File: config.mk
export PLATFORM = sky130hd
export DESIGN_NAME = prga_decrypt_flat
export DESIGN_NICKNAME = d
export VERILOG_FILES = /design/src/rtl/rc4_pkg.sv /design/src/rtl/prga_decrypt_if.sv /design/src/rtl/char_validator.sv /design/src/rtl/prga_decrypt.sv /design/src/flat_wrapper.sv
export SDC_FILE = /design/constraint.sdc
export NUM_CORES = 1
export LEC_CHECK = 0
export CORE_AREA = 2 2 210 212
export CTS_BUF_LIST = sky130_fd_sc_hd__clkbuf_4
export DETAILED_ROUTE_END_ITERATION = 10
export DIE_AREA = 0 0 212 214
export GPL_ROUTABILITY_DRIVEN = 0
export PLACE_DENSITY = 0.76
export SYNTH_ARGS = -nofsm -noshare
export SYNTH_HDL_FRONTEND = slang
export SYNTH_SLANG_ARGS = --single-unit
File: constraint.sdc
create_clock -name clk -period 4.5 [get_ports clk]
set_clock_uncertainty 0.15 [all_clocks]
set_input_delay 0.9 -clock clk [delete_from_list [all_inputs] [get_ports clk]]
set_output_delay 0.9 -clock clk [all_outputs]
set_load 0.005 [all_outputs]
File: src/rtl/rc4_pkg.sv
// Shared RC4 definitions for the PRGA/decrypt stage.
// Contents: default message length, legal-plaintext character bounds and the
// PRGA state encoding.
package rc4_pkg;

    localparam int unsigned MSG_LEN_DEFAULT = 32;

    // Legal plaintext is a space or a lowercase letter.
    localparam logic [7:0] CHAR_SPACE = 8'h20;
    localparam logic [7:0] CHAR_LO    = 8'h61;
    localparam logic [7:0] CHAR_HI    = 8'h7A;

    typedef enum logic [3:0] {
        IDLE,
        RD_I,
        WT_I,
        LD_I,
        WT_J,
        LD_J,
        WR_J,
        RD_F,
        WT_F,
        STORE,
        DONE
    } prga_state_t;

endpackage

File: src/rtl/prga_decrypt_if.sv
// S RAM port bundle between the PRGA engine (master) and the RAM (slave).
// Signals: s_addr  - RAM address
//          s_wdata - RAM write data
//          s_wren  - RAM write enable
//          s_q     - RAM read data, one cycle after the address is sampled
interface prga_decrypt_if;

    logic [7:0] s_addr;
    logic [7:0] s_wdata;
    logic       s_wren;
    logic [7:0] s_q;

    modport master (
        output s_addr,
        output s_wdata,
        output s_wren,
        input  s_q
    );

    modport slave (
        input  s_addr,
        input  s_wdata,
        input  s_wren,
        output s_q
    );

endinterface

File: src/rtl/char_validator.sv
// Combinational legal-character test for decrypted bytes.
// Ports: ch      - candidate plaintext byte
//        legal_c - 1 when ch is a space or in 'a'..'z'
module char_validator
    import rc4_pkg::*;
(
    input  logic [7:0] ch,
    output logic       legal_c
);

    assign legal_c = (ch == CHAR_SPACE) || ((ch >= CHAR_LO) && (ch <= CHAR_HI));

endmodule

File: src/rtl/prga_decrypt.sv
// RC4 PRGA stage: walks the KSA-initialised S array, swaps entries, XORs the
// keystream with the ciphertext and grades the plaintext.
// Ports: clk, reset (async, active-low), start,
//        s_ram          - S RAM master port (registered address/data/enable)
//        rom_data_d     - ciphertext bytes
//        decrypted_data - plaintext bytes
//        done, key_good, key_bad - run status
// Build option: define PRGA_EARLY_ABORT_EN to stop at the first illegal byte.
module prga_decrypt
    import rc4_pkg::*;
#(
    parameter int unsigned MSG_LEN = MSG_LEN_DEFAULT
) (
    input  logic                     clk,
    input  logic                     reset,
    input  logic                     start,
    prga_decrypt_if.master           s_ram,
    input  logic [MSG_LEN-1:0][7:0]  rom_data_d,
    output logic [MSG_LEN-1:0][7:0]  decrypted_data,
    output logic                     done,
    output logic                     key_good,
    output logic                     key_bad
);

    localparam int unsigned    K_W    = (MSG_LEN > 1) ? $clog2(MSG_LEN) : 1;
    localparam logic [K_W-1:0] K_LAST = K_W'(MSG_LEN - 1);

    prga_state_t    state;
    logic [7:0]     i;
    logic [7:0]     j;
    logic [7:0]     si;
    logic [7:0]     sj;
    logic [K_W-1:0] k;
    logic           bad_seen;
    logic [7:0]     plain_c;
    logic           legal_c;

    // Keystream byte arrives on s_q in STORE.
    assign plain_c = s_ram.s_q ^ rom_data_d[k];

    char_validator u_char_validator (
        .ch      (plain_c),
        .legal_c (legal_c)
    );

    // PRGA sequencer. The swap writes S[j]=S[i] in LD_J (S[i] is already held)
    // and S[i]=S[j] in WR_J, so the enable is high for exactly those two states.
    always_ff @(posedge clk or negedge reset) begin
        if (!reset) begin
            state          <= IDLE;
            i              <= '0;
            j              <= '0;
            si             <= '0;
            sj             <= '0;
            k              <= '0;
            bad_seen       <= 1'b0;
            s_ram.s_addr   <= '0;
            s_ram.s_wdata  <= '0;
            s_ram.s_wren   <= 1'b0;
            decrypted_data <= '0;
            done           <= 1'b0;
            key_good       <= 1'b0;
            key_bad        <= 1'b0;
        end else begin
            case (state)
                IDLE: begin
                    if (start) begin
                        i        <= '0;
                        j        <= '0;
                        k        <= '0;
                        bad_seen <= 1'b0;
                        key_good <= 1'b0;
                        key_bad  <= 1'b0;
                        state    <= RD_I;
                    end
                end
                RD_I: begin
                    i            <= i + 8'd1;
                    s_ram.s_addr <= i + 8'd1;
                    state        <= WT_I;
                end
                WT_I: state <= LD_I;
                LD_I: begin
                    si           <= s_ram.s_q;
                    j            <= j + s_ram.s_q;
                    s_ram.s_addr <= j + s_ram.s_q;
                    state        <= WT_J;
                end
                WT_J: begin
                    // Address stays at j for the first swap write.
                    s_ram.s_wdata <= si;
                    s_ram.s_wren  <= 1'b1;
                    state         <= LD_J;
                end
                LD_J: begin
                    sj            <= s_ram.s_q;
                    s_ram.s_addr  <= i;
                    s_ram.s_wdata <= s_ram.s_q;
                    s_ram.s_wren  <= 1'b1;
                    state         <= WR_J;
                end
                WR_J: begin
                    s_ram.s_wren <= 1'b0;
                    state        <= RD_F;
                end
                RD_F: begin
                    s_ram.s_addr <= si + sj;
                    state        <= WT_F;
                end
                WT_F: state <= STORE;
                STORE: begin
                    decrypted_data[k] <= plain_c;
                    k                 <= k + K_W'(1);
                    if (!legal_c) begin
                        bad_seen <= 1'b1;
                    end
`ifdef PRGA_EARLY_ABORT_EN
                    if (!legal_c || (k == K_LAST)) begin
                        state <= DONE;
                    end else begin
                        state <= RD_I;
                    end
`else
                    if (k == K_LAST) begin
                        state <= DONE;
                    end else begin
                        state <= RD_I;
                    end
`endif
                end
                DONE: begin
                    // First DONE cycle publishes the verdict; then wait for start low.
                    if (!done) begin
                        done     <= 1'b1;
                        key_good <= !bad_seen;
                        key_bad  <= bad_seen;
                    end else if (!start) begin
                        done  <= 1'b0;
                        state <= IDLE;
                    end
                end
                default: state <= IDLE;
            endcase
        end
    end

endmodule

File: src/flat_wrapper.sv
// flat-port wrapper written by rule: the top's interface ports become plain ports
module prga_decrypt_flat import rc4_pkg::*;
#(
    parameter int unsigned MSG_LEN = MSG_LEN_DEFAULT
)
  (clk, reset, start, rom_data_d, decrypted_data, done, key_good, key_bad, s_ram_s_addr, s_ram_s_wdata, s_ram_s_wren, s_ram_s_q);
  prga_decrypt_if s_ram_i ();
  input  logic clk;
  input  logic reset;
  input  logic start;
  input  logic [MSG_LEN-1:0][7:0] rom_data_d;
  output logic [MSG_LEN-1:0][7:0] decrypted_data;
  output logic done;
  output logic key_good;
  output logic key_bad;
  output wire logic [$bits(s_ram_i.s_addr)-1:0] s_ram_s_addr;
  output wire logic [$bits(s_ram_i.s_wdata)-1:0] s_ram_s_wdata;
  output wire logic [$bits(s_ram_i.s_wren)-1:0] s_ram_s_wren;
  input wire logic [$bits(s_ram_i.s_q)-1:0] s_ram_s_q;
  assign s_ram_s_addr = s_ram_i.s_addr;
  assign s_ram_s_wdata = s_ram_i.s_wdata;
  assign s_ram_s_wren = s_ram_i.s_wren;
  assign s_ram_i.s_q = s_ram_s_q;
  prga_decrypt #(.MSG_LEN(MSG_LEN)) u_core (.clk(clk), .reset(reset), .start(start), .s_ram(s_ram_i), .rom_data_d(rom_data_d), .decrypted_data(decrypted_data), .done(done), .key_good(key_good), .key_bad(key_bad));
endmodule
==> out/qor.csv <==
metric;value;unit
area_delta_synth_final;46.9;%
fin_util;52.0;%
die_x;212;um
syn_nets;1621;
clk_path_buf_depth;3;
hold-worst-slack;0.327;ns
vias;13200;
met3_wirelength;5610;um
cp.arrival;4.38;ns
path_clk_slew;0.07;ns
io_pins;543;
setup_viol;0;
grt_pass1_vias;14000;
netlist_instances;1332;
chipHeight;214;um
path_buf_inv;3;
postCtsResizedCells;0;
p_leak;9.33;nW
cts_tree;yes;
status;finished, final reports clean;
start_util;35.4;%
grt_overflow_total;0;
cts-root-buf;clkbuf_4;
drt_pass1_iterations;5;
min_period;3.86;ns
drc;0;
startpoint_type;flop;
slew_viol_final;0;
place_inst;2384;
ys_seq_area_share;52.4;%
rsz0062_at_grt;no;
cts_max_level;3;
max_slew_margin;28.4;%
core_area;42900;um2
path_class;flop to flop;
vdd.ir_drop.worst;0.685;mV
max_cap_viol_count;0;
num_rows;76;
wl_met2;30500;um
finalCritPeriodShare;85.8;%
ys_types;63;
antenna_found_initial;15;
wl_met1;23100;um
hold_viol_final;0;
cpPeakStageDelay;0.83;ns
instances_no_fill;2546;
powerDensity;543;nW/um2
drt_first_iter_violations;829;
synth_edf_count;0;
routed.top_layer;met5;
layout_commonest_cell;clkdlybuf4s50_1;
cts_sinks;318;
cp_max_fo;37;
cp.required;5.02;ns
setup_tns;0;ns
hp-class;flop to flop;
io_buffers;542;
routed_wl;62300;um
crit_chain;buf_12 > buf_4 > mux2i_1 > o22ai_1 > nor4_1 > nand3_1 > xor2_4 > buf_4 > nand2_1 > a21boi_0 > nor4_1 > o21ai_1;
grt_first_pass_wirelength;90500;um
endpoint_kind;flop;
grt_usage;27.1;%
synth_area_per_cell;11.4;um2
wl_per_cell;24.5;um
mostFrequentLayoutCells;541 x clkdlybuf4s50_1, 316 x dfrtp_1, 196 x nand2_1;
dieArea;45400;um2
cp_slowest_cell;dfrtp_4;
syn_area;15200;um2
power;0.0121;W
max_freq;0.259;GHz
fin_nets;2176;
routed_via_density;5.20;
antenna_left;0;
yosysWarnings;0;
critPathTopFamily;buffers and inverters;
cts_made_buffers;85;
ys.flop_type;dfrtp_1;
ys_async_sr_fraction;100;%
worstMarginPinSlew;1.07;ns
clock_latency;0.75;ns
drive_gt1_share;19.1;%
hpwl;45300;um
grt_max_degree;89;
synth-seq-cells;318;
==> layer usage <==
metal | global-route usage [%] | vias up
met4 | 15.8 | 2
met1 | 30.1 | 6572
met5 | 0 | -
met2 | 44.6 | 629
met3 | 9.81 | 143
li1 | - | 5894
==> timing repair <==
action                                  CTS  global route
buffers inserted                          0             0
endpoints found under the setup margin    0             0
endpoints found under the hold margin    84             0
hold buffers                              1             0
==> path summary, 6_finish.rpt <==
path	to	cells after the start	slack [ns]	startpoint
max in group asynchronous	u_core.decrypted_data[118]	3	2.60	reset
worst min-delay path	u_core.decrypted_data[184]	2	0.33	u_core.decrypted_data[184]
worst max-delay path	u_core.bad_seen	12	0.64	u_core.k[1]
worst min register to register	u_core.decrypted_data[184]	2	0.33	u_core.decrypted_data[184]
worst max register to register	u_core.bad_seen	12	0.64	u_core.k[1]
min in group asynchronous	u_core.decrypted_data[28]	2	0.60	reset
==> cells in the mapped netlist (11+ instances only) <==
cell type	count	area (um2)
xor2_1	12	105
dfrtp_1	318	7960
xnor2_1	13	114
ha_1	20	250
a21oi_1	20	100
mux2_2	178	2000
nand3_1	29	145
nand2_1	196	736
o21ai_0	121	606
a22oi_1	11	82.6
o22ai_1	36	225
mux4_2	18	405
clkbuf_1	73	274
nor2_1	41	154
buf_2	15	75.1
mux2i_1	85	851
inv_1	11	41.3
==> sequential cells by signal (all words and copies together) (netlist names) <==
name and cells:
u_core.bad_seen 1, u_core.decrypted_data 256, u_core.done 1, u_core.i 8, u_core.j 8, u_core.k 5
u_core.key_bad 1, u_core.key_good 1, u_core.s_ram.s_addr 8, u_core.s_ram.s_wdata 8, u_core.s_ram.s_wren 1, u_core.si 8
u_core.sj 8, u_core.state 4
==> per-stage QoR <==
stage / worst slack, ns / instance area (um2)
floorplan: 1.60 / 15200
global placement: 0.673 / 21200
detailed placement: 0.627 / 21200
CTS: 0.614 / 22300
global route: 0.354 / 22300
finish: 0.639 / 22300
==> where the power goes <==
part / internal, W / switching [W] / total, W
registers: 0.00342 / 0.000556 / 0.00398
clock network: 0.00130 / 0.00122 / 0.00252
logic: 0.00237 / 0.00325 / 0.00562
==> worst reg2reg max path, stage by stage, from the launching register on <==
cell and delay (ns):
dfrtp_4 0.83, buf_12 0.31, buf_4 0.27, mux2i_1 0.38, o22ai_1 0.14, nor4_1 0.33, nand3_1 0.26, xor2_4 0.25
buf_4 0.42, nand2_1 0.10, a21boi_0 0.18, nor4_1 0.06, o21ai_1 0.12
==> kinds of logic after synthesis <==
| group | share of synthesized area, % |
|---|---|
| AOI/OAI and AO/OA | 9.29 |
| xor gates and xnor gates | 1.76 |
| adders and majority gates | 1.91 |
| buffers and inverters | 3.61 |
| DFF | 52.4 |
| muxes | 21.5 |
| and+or+nand+nor | 9.56 |
==> layout make-up <==
type,instances,area [um2]
fill,3723,20600
sequential,318,7960
multi-input combinational,898,6770
timing repair buffer,573,5720
clock buffer,122,916
tap,585,732
clock inverter,22,125
antenna,17,42.5
inverter,11,41.3
Power figures use the tool's default switching activity.
